$ cat config.mk
export PLATFORM = sky130hd
export DESIGN_NAME = sc_io_ctrl
export DESIGN_NICKNAME = d
export VERILOG_FILES = /design/src/rtl/sc_io_pkg.sv /design/src/rtl/sc_io_sync.sv /design/src/rtl/sc_io_ctrl.sv
export SDC_FILE = /design/constraint.sdc
export NUM_CORES = 1
export LEC_CHECK = 0
export ABC_AREA = 1
export CAP_MARGIN = 10
export CORE_MARGIN = 3
export CORE_UTILIZATION = 50
export DETAILED_ROUTE_END_ITERATION = 12
export PLACE_DENSITY = 0.83
export SLEW_MARGIN = 30
export SYNTH_ARGS = -nofsm -noshare
export SYNTH_HDL_FRONTEND = slang
export SYNTH_HIERARCHICAL = 1
export SYNTH_SLANG_ARGS = --single-unit
export TNS_END_PERCENT = 10
$ cat constraint.sdc
create_clock -name clock -period 5.9 [get_ports clock]
set_input_delay 1.18 -clock clock [delete_from_list [all_inputs] [get_ports clock]]
set_output_delay 1.18 -clock clock [all_outputs]
set_load 0.02 [all_outputs]
$ cat src/rtl/sc_io_pkg.sv
// Shared constants for the single-cycle computer I/O controller:
// register offsets, port count and synchroniser priming terminal count.
package sc_io_pkg;

   localparam int NPORT = 4;

   // Byte offsets within I/O space; decode compares against {addr[7:2], 2'b00}.
   localparam logic [7:0] IO_IN0    = 8'h80;
   localparam logic [7:0] IO_IN1    = 8'h84;
   localparam logic [7:0] IO_IN2    = 8'h88;
   localparam logic [7:0] IO_IN3    = 8'h8C;
   localparam logic [7:0] IO_OUT0   = 8'h90;
   localparam logic [7:0] IO_OUT1   = 8'h94;
   localparam logic [7:0] IO_OUT2   = 8'h98;
   localparam logic [7:0] IO_OUT3   = 8'h9C;
   localparam logic [7:0] IO_STATUS = 8'hA0;
   localparam logic [7:0] IO_IRQEN  = 8'hA4;

   // Change detection is armed once the prime counter reaches this value.
   localparam logic [1:0] PRIME_DONE = 2'd3;

endpackage

$ cat src/rtl/sc_io_sync.sv
// Three-stage input synchroniser for one port; s2 is the usable value and
// s2 != s3 flags a change seen on the synchronised side.
module sc_io_sync #(
   parameter int DW = 32
) (
   input  logic          clock,
   input  logic          reset,
   input  logic [DW-1:0] d,
   output logic [DW-1:0] sync_q,
   output logic          changed
);

   logic [DW-1:0] s1;
   logic [DW-1:0] s2;
   logic [DW-1:0] s3;

   always_ff @(posedge clock or posedge reset) begin
      if (reset) begin
         s1 <= '0;
         s2 <= '0;
         s3 <= '0;
      end else begin
         s1 <= d;
         s2 <= s1;
         s3 <= s2;
      end
   end

   assign sync_q  = s2;
   assign changed = (s2 != s3);

endmodule

$ cat src/rtl/sc_io_ctrl.sv
// Memory-mapped I/O controller: decodes CPU accesses, holds output ports,
// synchronises inputs and raises an interrupt from sticky change flags.
module sc_io_ctrl
   import sc_io_pkg::*;
#(
   parameter int DW          = 32,
   parameter int IO_BASE_BIT = 7
) (
   input  logic          clock,
   input  logic          reset,
   input  logic [31:0]   addr,
   input  logic [DW-1:0] wdata,
   input  logic          we,
   output logic          io_sel,
   output logic [DW-1:0] io_rdata,
   input  logic [DW-1:0] in_port0,
   input  logic [DW-1:0] in_port1,
   input  logic [DW-1:0] in_port2,
   input  logic [DW-1:0] in_port3,
   output logic [DW-1:0] out_port0,
   output logic [DW-1:0] out_port1,
   output logic [DW-1:0] out_port2,
   output logic [DW-1:0] out_port3,
   output logic          irq
);

   logic [DW-1:0]    in_arr  [NPORT];
   logic [DW-1:0]    in_sync [NPORT];
   logic [DW-1:0]    out_q   [NPORT];
   logic [NPORT-1:0] changed;
   logic [NPORT-1:0] status;
   logic [NPORT-1:0] irq_en;
   logic [1:0]       prime_cnt;
   logic [7:0]       off;
   logic             wr;
   logic             det_en;
   logic [NPORT-1:0] set_vec;
   logic [NPORT-1:0] clr_vec;
   logic             unused_addr_bits;

   assign io_sel           = addr[IO_BASE_BIT];
   assign off              = {addr[7:2], 2'b00};
   assign wr               = we & io_sel;
   assign unused_addr_bits = ^{addr[31:8], addr[1:0]};

   assign in_arr[0] = in_port0;
   assign in_arr[1] = in_port1;
   assign in_arr[2] = in_port2;
   assign in_arr[3] = in_port3;

   assign out_port0 = out_q[0];
   assign out_port1 = out_q[1];
   assign out_port2 = out_q[2];
   assign out_port3 = out_q[3];

   for (genvar g = 0; g < NPORT; g++) begin : g_sync
      sc_io_sync #(.DW(DW)) u_sync (
         .clock   (clock),
         .reset   (reset),
         .d       (in_arr[g]),
         .sync_q  (in_sync[g]),
         .changed (changed[g])
      );
   end

   always_ff @(posedge clock or posedge reset) begin
      if (reset) begin
         for (int i = 0; i < NPORT; i++) out_q[i] <= '0;
      end else begin
         for (int i = 0; i < NPORT; i++) begin
            if (wr && (off == IO_OUT0 + 8'(4 * i))) out_q[i] <= wdata;
         end
      end
   end

   // Flags stay suppressed while the synchroniser chains fill after reset.
   always_ff @(posedge clock or posedge reset) begin
      if (reset) prime_cnt <= '0;
      else if (prime_cnt != PRIME_DONE) prime_cnt <= prime_cnt + 2'd1;
   end

   assign det_en  = (prime_cnt == PRIME_DONE);
   assign set_vec = changed & {NPORT{det_en}};
   assign clr_vec = (wr && off == IO_STATUS) ? wdata[NPORT-1:0] : '0;

   // Set is OR-ed after the clear mask so a coincident set wins.
   always_ff @(posedge clock or posedge reset) begin
      if (reset) begin
         status <= '0;
         irq_en <= '0;
         irq    <= 1'b0;
      end else begin
         status <= (status & ~clr_vec) | set_vec;
         if (wr && off == IO_IRQEN) irq_en <= wdata[NPORT-1:0];
         irq <= |(status & irq_en);
      end
   end

   always_comb begin
      io_rdata = '0;
      if (io_sel) begin
         case (off)
            IO_IN0:    io_rdata = in_sync[0];
            IO_IN1:    io_rdata = in_sync[1];
            IO_IN2:    io_rdata = in_sync[2];
            IO_IN3:    io_rdata = in_sync[3];
            IO_OUT0:   io_rdata = out_q[0];
            IO_OUT1:   io_rdata = out_q[1];
            IO_OUT2:   io_rdata = out_q[2];
            IO_OUT3:   io_rdata = out_q[3];
            IO_STATUS: io_rdata[NPORT-1:0] = status;
            IO_IRQEN:  io_rdata[NPORT-1:0] = irq_en;
            default:   io_rdata = '0;
         endcase
      end
   end

endmodule
==> impl_metrics.yaml, run 1 <==
sta:
  period_needed_ns: 5.09
  slew_violations: 0
  finalSetupViolations: 0
  fin_crit_sh_pct: 86.3
  finalHoldViolCount: 0
  worstMarginPinSlew_ns: 0.849
  finalClockSkew_ns: 0.0290
  max_slew_margin_pct: 43.4
  timing.fmax_ghz: 0.196
  rsz0062_at_grt: "false"
  setup-tns-final_ns: 0
global_routing:
  grt_pass1_wl_um: 81900
  grt_use_total_pct: 27.7
  grt.overflow.total: 0
  grt_pass1_vias: 13829
  antenna_found_initial: 0
  grt_start_max_net_pins: 119
clocking:
  clk_pin_slew_ns: 0.07
  htreeDepth: 2
  clock_latency_ns: 0.61
  cts_tree: "done"
  cts_setup_buffers: 0
  clock-root-buffer: "clkbuf_16"
  hold_buffers: 0
  post_cts_resized: 0
  cts-buffers-inserted: 51
  clockBufferDepth: 3
  numClockSinks: 523
critical_path:
  worstSetupStartpointType: "primary input"
  crit_arrival_ns: 3.91
  cp_slowest_cell: "clkdlybuf4s50_1"
  path_delay_family: "buffers and inverters"
  slowest_delay_ns: 0.61
  crit_required_ns: 4.72
  path_buf_inv: 4
  critical_path.cell_chain: "clkdlybuf4s50_1 -> inv_1 -> nor2_1 -> nand2_1 -> nor2_2 -> buf_4 -> nand2_1 -> nand2_1 -> nor2_1 -> nand2_1 -> clkdlybuf4s50_1"
  critPathKind: "primary input to output port"
  cp_max_fo: 31
  path_common_cell: "nand2_1"
  r2r_slack_ns: 4.41
  critPathCaptureType: "output port"
final_layout:
  antenna_cells: 0
  drive_gt1_share_pct: 5.93
  design_area_sq_um: 24300
  area_growth_pct: 29.4
  nets: 2332
  layout_commonest_cell: "nand2_1"
  final_cell_mix: "nand2_1, dfrtp_1, clkdlybuf4s50_1"
  final_core_util_pct: 66.0
power_and_ir_drop:
  seq_power_share_pct: 49.6
  vdd_drop_max_v: 0.000238
  clkPwrFrac_pct: 41.3
  power.net_switching_mw: 1.94
  combPwrFrac_pct: 9.0
  p_leak_nw: 11.4
  power_density_nw_per_um2: 328
  switching_share_pct: 24.4
  p_int_mw: 6.03
drt:
  drt.antenna.violating_nets: 0
  routed_via_density: 5.17
  post_drt_wl_per_cell_um: 20.8
  routed_wl_um: 54900
  drc: 0
  drt_iter0_markers: 1112
  vias: 13670
  first_pass_iters: 5
die:
  num_rows: 70
  die_y_um: 200
  ios: 357
  core-area_sq_um: 36800
  initial_utilization_pct: 51.0
  dieArea_sq_um: 39900
  die_w_um: 200
hold_path:
  hold_class: "flop to flop"
synthesis:
  avgSynthCellArea_sq_um: 10.5
  ys_warn_count: 6
  netlist-cell-type-count: 21
  syn_area_sq_um: 18800
  syn_inst: 1785
  synth_seq_area_share_pct: 69.8
  ys_ff_latch: 523
  syn-num-nets: 1981
flow_run:
  max_cap_viol_count: 0
status:
  status: "completed"
placed_design:
  gp_congestion: 0.891
  place_hpwl_um: 38900
  placed_area_sq_um: 22600
  io_buffers: 330
worst paths after layout:
path,start,end,cells past startpoint
hold / removal,g_sync[0].u_sync/s1[3],g_sync[0].u_sync/sync_q[3],0
setup reg to reg,g_sync[2].u_sync/sync_q[7],status[2],8
min in group asynchronous,reset,g_sync[1].u_sync/s3[0],2
hold reg to reg,g_sync[0].u_sync/s1[3],g_sync[0].u_sync/sync_q[3],0
max in group asynchronous,reset,g_sync[2].u_sync/sync_q[16],3
setup / recovery,addr[2],io_rdata[9],11
cell type report:
| cell class | instances | area (sq um) |
|---|---|---|
| Clock buffer | 64 | 1390 |
| Clock inverter | 27 | 323 |
| Fill cell | 2742 | 12500 |
| Inverter | 97 | 384 |
| Multi-Input combinational cell | 1113 | 5050 |
| Sequential cell | 523 | 13100 |
| Tap cell | 468 | 586 |
| Timing Repair Buffer | 350 | 3460 |
through the flow:
stage | hold slack [ns] | power (mW) | std cells | worst slack (ns)
floorplan | 0.331 | 4.32 | 1785 | 0.995
global placement | 0.332 | 4.71 | 2551 | 0.888
detailed placement | 0.335 | 4.74 | 2551 | 0.867
CTS | 0.340 | 8.04 | 2642 | 0.857
global route | 0.342 | 8.26 | 2642 | 0.602
finish | 0.336 | 7.98 | 2642 | 0.808
worst register-to-register path: cells and delay by family (launching register included):
kind	cells	cell delay [ns]
xor gates and xnor gates	1	0.16
DFF	1	0.42
and+or+nand+nor	7	0.81
power by group through the flow:
stage / Combinational [mW] / Clock [mW] / Sequential, mW
after floorplan: 0.259 / 0 / 4.06
after global placement: 0.703 / 0 / 4.01
after detailed placement: 0.722 / 0 / 4.02
after CTS: 0.729 / 3.36 / 3.96
after global routing: 0.783 / 3.50 / 3.98
final: 0.721 / 3.30 / 3.96
sequential cells by signal (all words and copies together), names as in the netlist:
register and flops:
irq 1, g_sync.u_sync/s3 128, g_sync.u_sync/s1 128, irq_en 4, g_sync.u_sync/sync_q 128, out_port3 32, out_port1 32, status 4
prime_cnt 2, out_port2 32, out_port0 32
cell usage after synthesis:
cell type | count | area, sq um
and2_0 | 2 | 12.5
buf_1 | 1 | 3.75
buf_2 | 34 | 170
buf_4 | 7 | 52.6
clkbuf_1 | 10 | 37.5
clkinv_1 | 1 | 3.75
dfrtp_1 | 523 | 13100
ha_1 | 1 | 12.5
inv_1 | 95 | 357
inv_2 | 1 | 3.75
mux2_2 | 1 | 11.3
nand2_1 | 663 | 2490
nand2_2 | 5 | 31.3
nand3_1 | 75 | 375
nand4_1 | 1 | 6.26
nor2_1 | 114 | 428
nor2_2 | 7 | 43.8
nor2_4 | 3 | 33.8
o21ai_0 | 9 | 45.0
o21ai_1 | 127 | 636
xnor2_1 | 105 | 920
cells by family (layout without fill, tap and decap cells):
family,after synthesis,after routing,synth area share (%)
mux,1,1,0.0600
fa+ha+maj,1,1,0.0667
simple gates,870,870,18.2
compound gates,136,136,3.63
flops,523,523,69.8
buf+inv,149,538,3.35
xor+xnor,105,105,4.90
layer usage:
| layer | vias up | GRT usage, % | routed length (um) |
|---|---|---|---|
| met1 | 6700 | 36.7 | 21700 |
| met3 | 123 | 5.19 | 4410 |
| met5 | - | 0 | 0 |
| met4 | 0 | 11.0 | 2340 |
| met2 | 619 | 45.7 | 26500 |
| li1 | 6228 | - | - |
(Power assumes the default switching activity.)
==> inputs of run 2 (changes only) <==
Settings changed: SLEW_MARGIN 30 to unset.
==> impl_metrics.yaml, run 2 (synthesis gave the netlist of run 1 again) <==
final_layout:
  nets: 2332
  drive_gt1_share_pct: 5.79
  final_cell_mix: "nand2_1, dfrtp_1, clkdlybuf4s50_1"
  area_growth_pct: 29.3
  antenna_cells: 0
  layout_commonest_cell: "nand2_1"
  instances_no_fill: 2643
critical_path:
  worstSetupStartpointType: "primary input"
  crit_required_ns: 4.72
  critPathKind: "primary input to output port"
  critPathCaptureType: "output port"
  cp_slowest_cell: "clkdlybuf4s50_1"
  worstSetupEndpoint: "io_rdata[9]"
  crit_arrival_ns: 3.95
  critical_path.cell_chain: "clkdlybuf4s50_1 -> inv_1 -> nor2_1 -> nand2_1 -> nor2_2 -> buf_4 -> nand2_1 -> nand2_1 -> nor2_1 -> nand2_1 -> clkdlybuf4s50_1"
  slowest_delay_ns: 0.61
  path_common_cell: "nand2_1"
  r2r_start: "g_sync[2].u_sync/sync_q[7]"
  cp_max_fo: 31
  r2r-end: "status[2]"
  r2r_slack_ns: 4.43
  cp-startpoint: "addr[2]"
  ff2ff_path_depth: 8
sta:
  finalClockSkew_ns: 0.0169
  max_slew_margin_pct: 25.6
  fin_crit_sh_pct: 86.9
  finalSetupViolations: 0
  finalHoldViolCount: 0
  worstMarginPinSlew_ns: 1.12
  period_needed_ns: 5.13
  setup-tns-final_ns: 0
  slew_violations: 0
  timing.fmax_ghz: 0.195
  rsz0062_at_grt: "false"
clocking:
  cts_tree: "done"
  cts_setup_buffers: 0
  clk_pin_slew_ns: 0.06
  clock_latency_ns: 0.60
  htreeDepth: 2
  clock-root-buffer: "clkbuf_16"
  post_cts_resized: 0
  cts-buffers-inserted: 51
  clockBufferDepth: 3
  numClockSinks: 523
  hold_buffers: 0
placed_design:
  gp_congestion: 0.891
  place_hpwl_um: 38900
  io_buffers: 330
  placedCellCount: 2551
drt:
  first_pass_iters: 5
  post_drt_wl_per_cell_um: 20.7
  vias: 13586
  routed_wl_um: 54600
  drt_iter0_markers: 1111
  drt.antenna.violating_nets: 0
  drc: 0
  routed_via_density: 5.14
power_and_ir_drop:
  vdd_drop_max_v: 0.000278
  power_density_nw_per_um2: 326
  p_leak_nw: 11.4
global_routing:
  grt_use_total_pct: 27.6
  grt.overflow.total: 0
  grt_pass1_vias: 13872
  grt_start_max_net_pins: 119
  grt_pass1_wl_um: 81200
  antenna_found_initial: 0
die:
  num_rows: 70
  ios: 357
  die_y_um: 200
  initial_utilization_pct: 51.0
  dieArea_sq_um: 39900
  core-area_sq_um: 36800
  die_w_um: 200
flow_run:
  max_cap_viol_count: 0
hold_path:
  hold_class: "flop to flop"
status:
  status: "completed"
[run 2: worst min-delay path by stage]
stage / startpoint / endpoint / slack (ns) / cells past startpoint
after floorplan: g_sync[0].u_sync/s1[0] / g_sync[0].u_sync/sync_q[0] / 0.33 / 0
after global placement: g_sync[0].u_sync/s1[24] / g_sync[0].u_sync/sync_q[24] / 0.33 / 0
after detailed placement: g_sync[1].u_sync/s1[21] / g_sync[1].u_sync/sync_q[21] / 0.33 / 0
after CTS: g_sync[3].u_sync/s1[8] / g_sync[3].u_sync/sync_q[8] / 0.35 / 0
after global routing: g_sync[3].u_sync/s1[27] / g_sync[3].u_sync/sync_q[27] / 0.35 / 0
final: g_sync[3].u_sync/s1[8] / g_sync[3].u_sync/sync_q[8] / 0.34 / 0
[run 2: routing by layer]
| layer | global-route usage, % | vias to the layer above | part of all wire (%) |
|---|---|---|---|
| li1 | - | 6222 | - |
| met3 | 6.32 | 137 | 7.9 |
| met4 | 12.5 | 0 | 5.1 |
| met5 | 0 | - | 0 |
| met1 | 36.0 | 6577 | 40 |
| met2 | 44.6 | 650 | 47 |
[run 2: where the power goes]
group	internal (mW)	switching (mW)	total (mW)	leakage, nW
logic	0.338	0.382	0.720	4.24
registers	3.80	0.161	3.96	6.34
clock network	1.86	1.37	3.23	0.813
[run 2: layout make-up]
class | count | area, sq um
Sequential cell | 523 | 13100
Fill cell | 2683 | 12500
Multi-Input combinational cell | 1113 | 5050
Timing Repair Buffer | 350 | 3460
Clock buffer | 75 | 1500
Tap cell | 468 | 586
Inverter | 97 | 377
Clock inverter | 17 | 196
[run 2: per-stage QoR]
stage	utilization, %	hold WS [ns]	area [sq um]	setup WS (ns)	power [mW]
2_1_floorplan	-	0.331	18800	0.995	4.32
3_3_place_gp	61.3	0.332	22600	0.888	4.71
3_5_place_dp	61.3	0.335	22600	0.880	4.74
4_1_cts	65.9	0.347	24300	0.856	7.98
5_1_grt	65.9	0.348	24300	0.633	8.20
6_report	65.9	0.343	24300	0.770	7.91
[run 2: critical path, delay by kind of cell]
kind / cells / cell delay (ns)
buffers and inverters: 4 / 1.61
and+or+nand+nor: 7 / 1.15
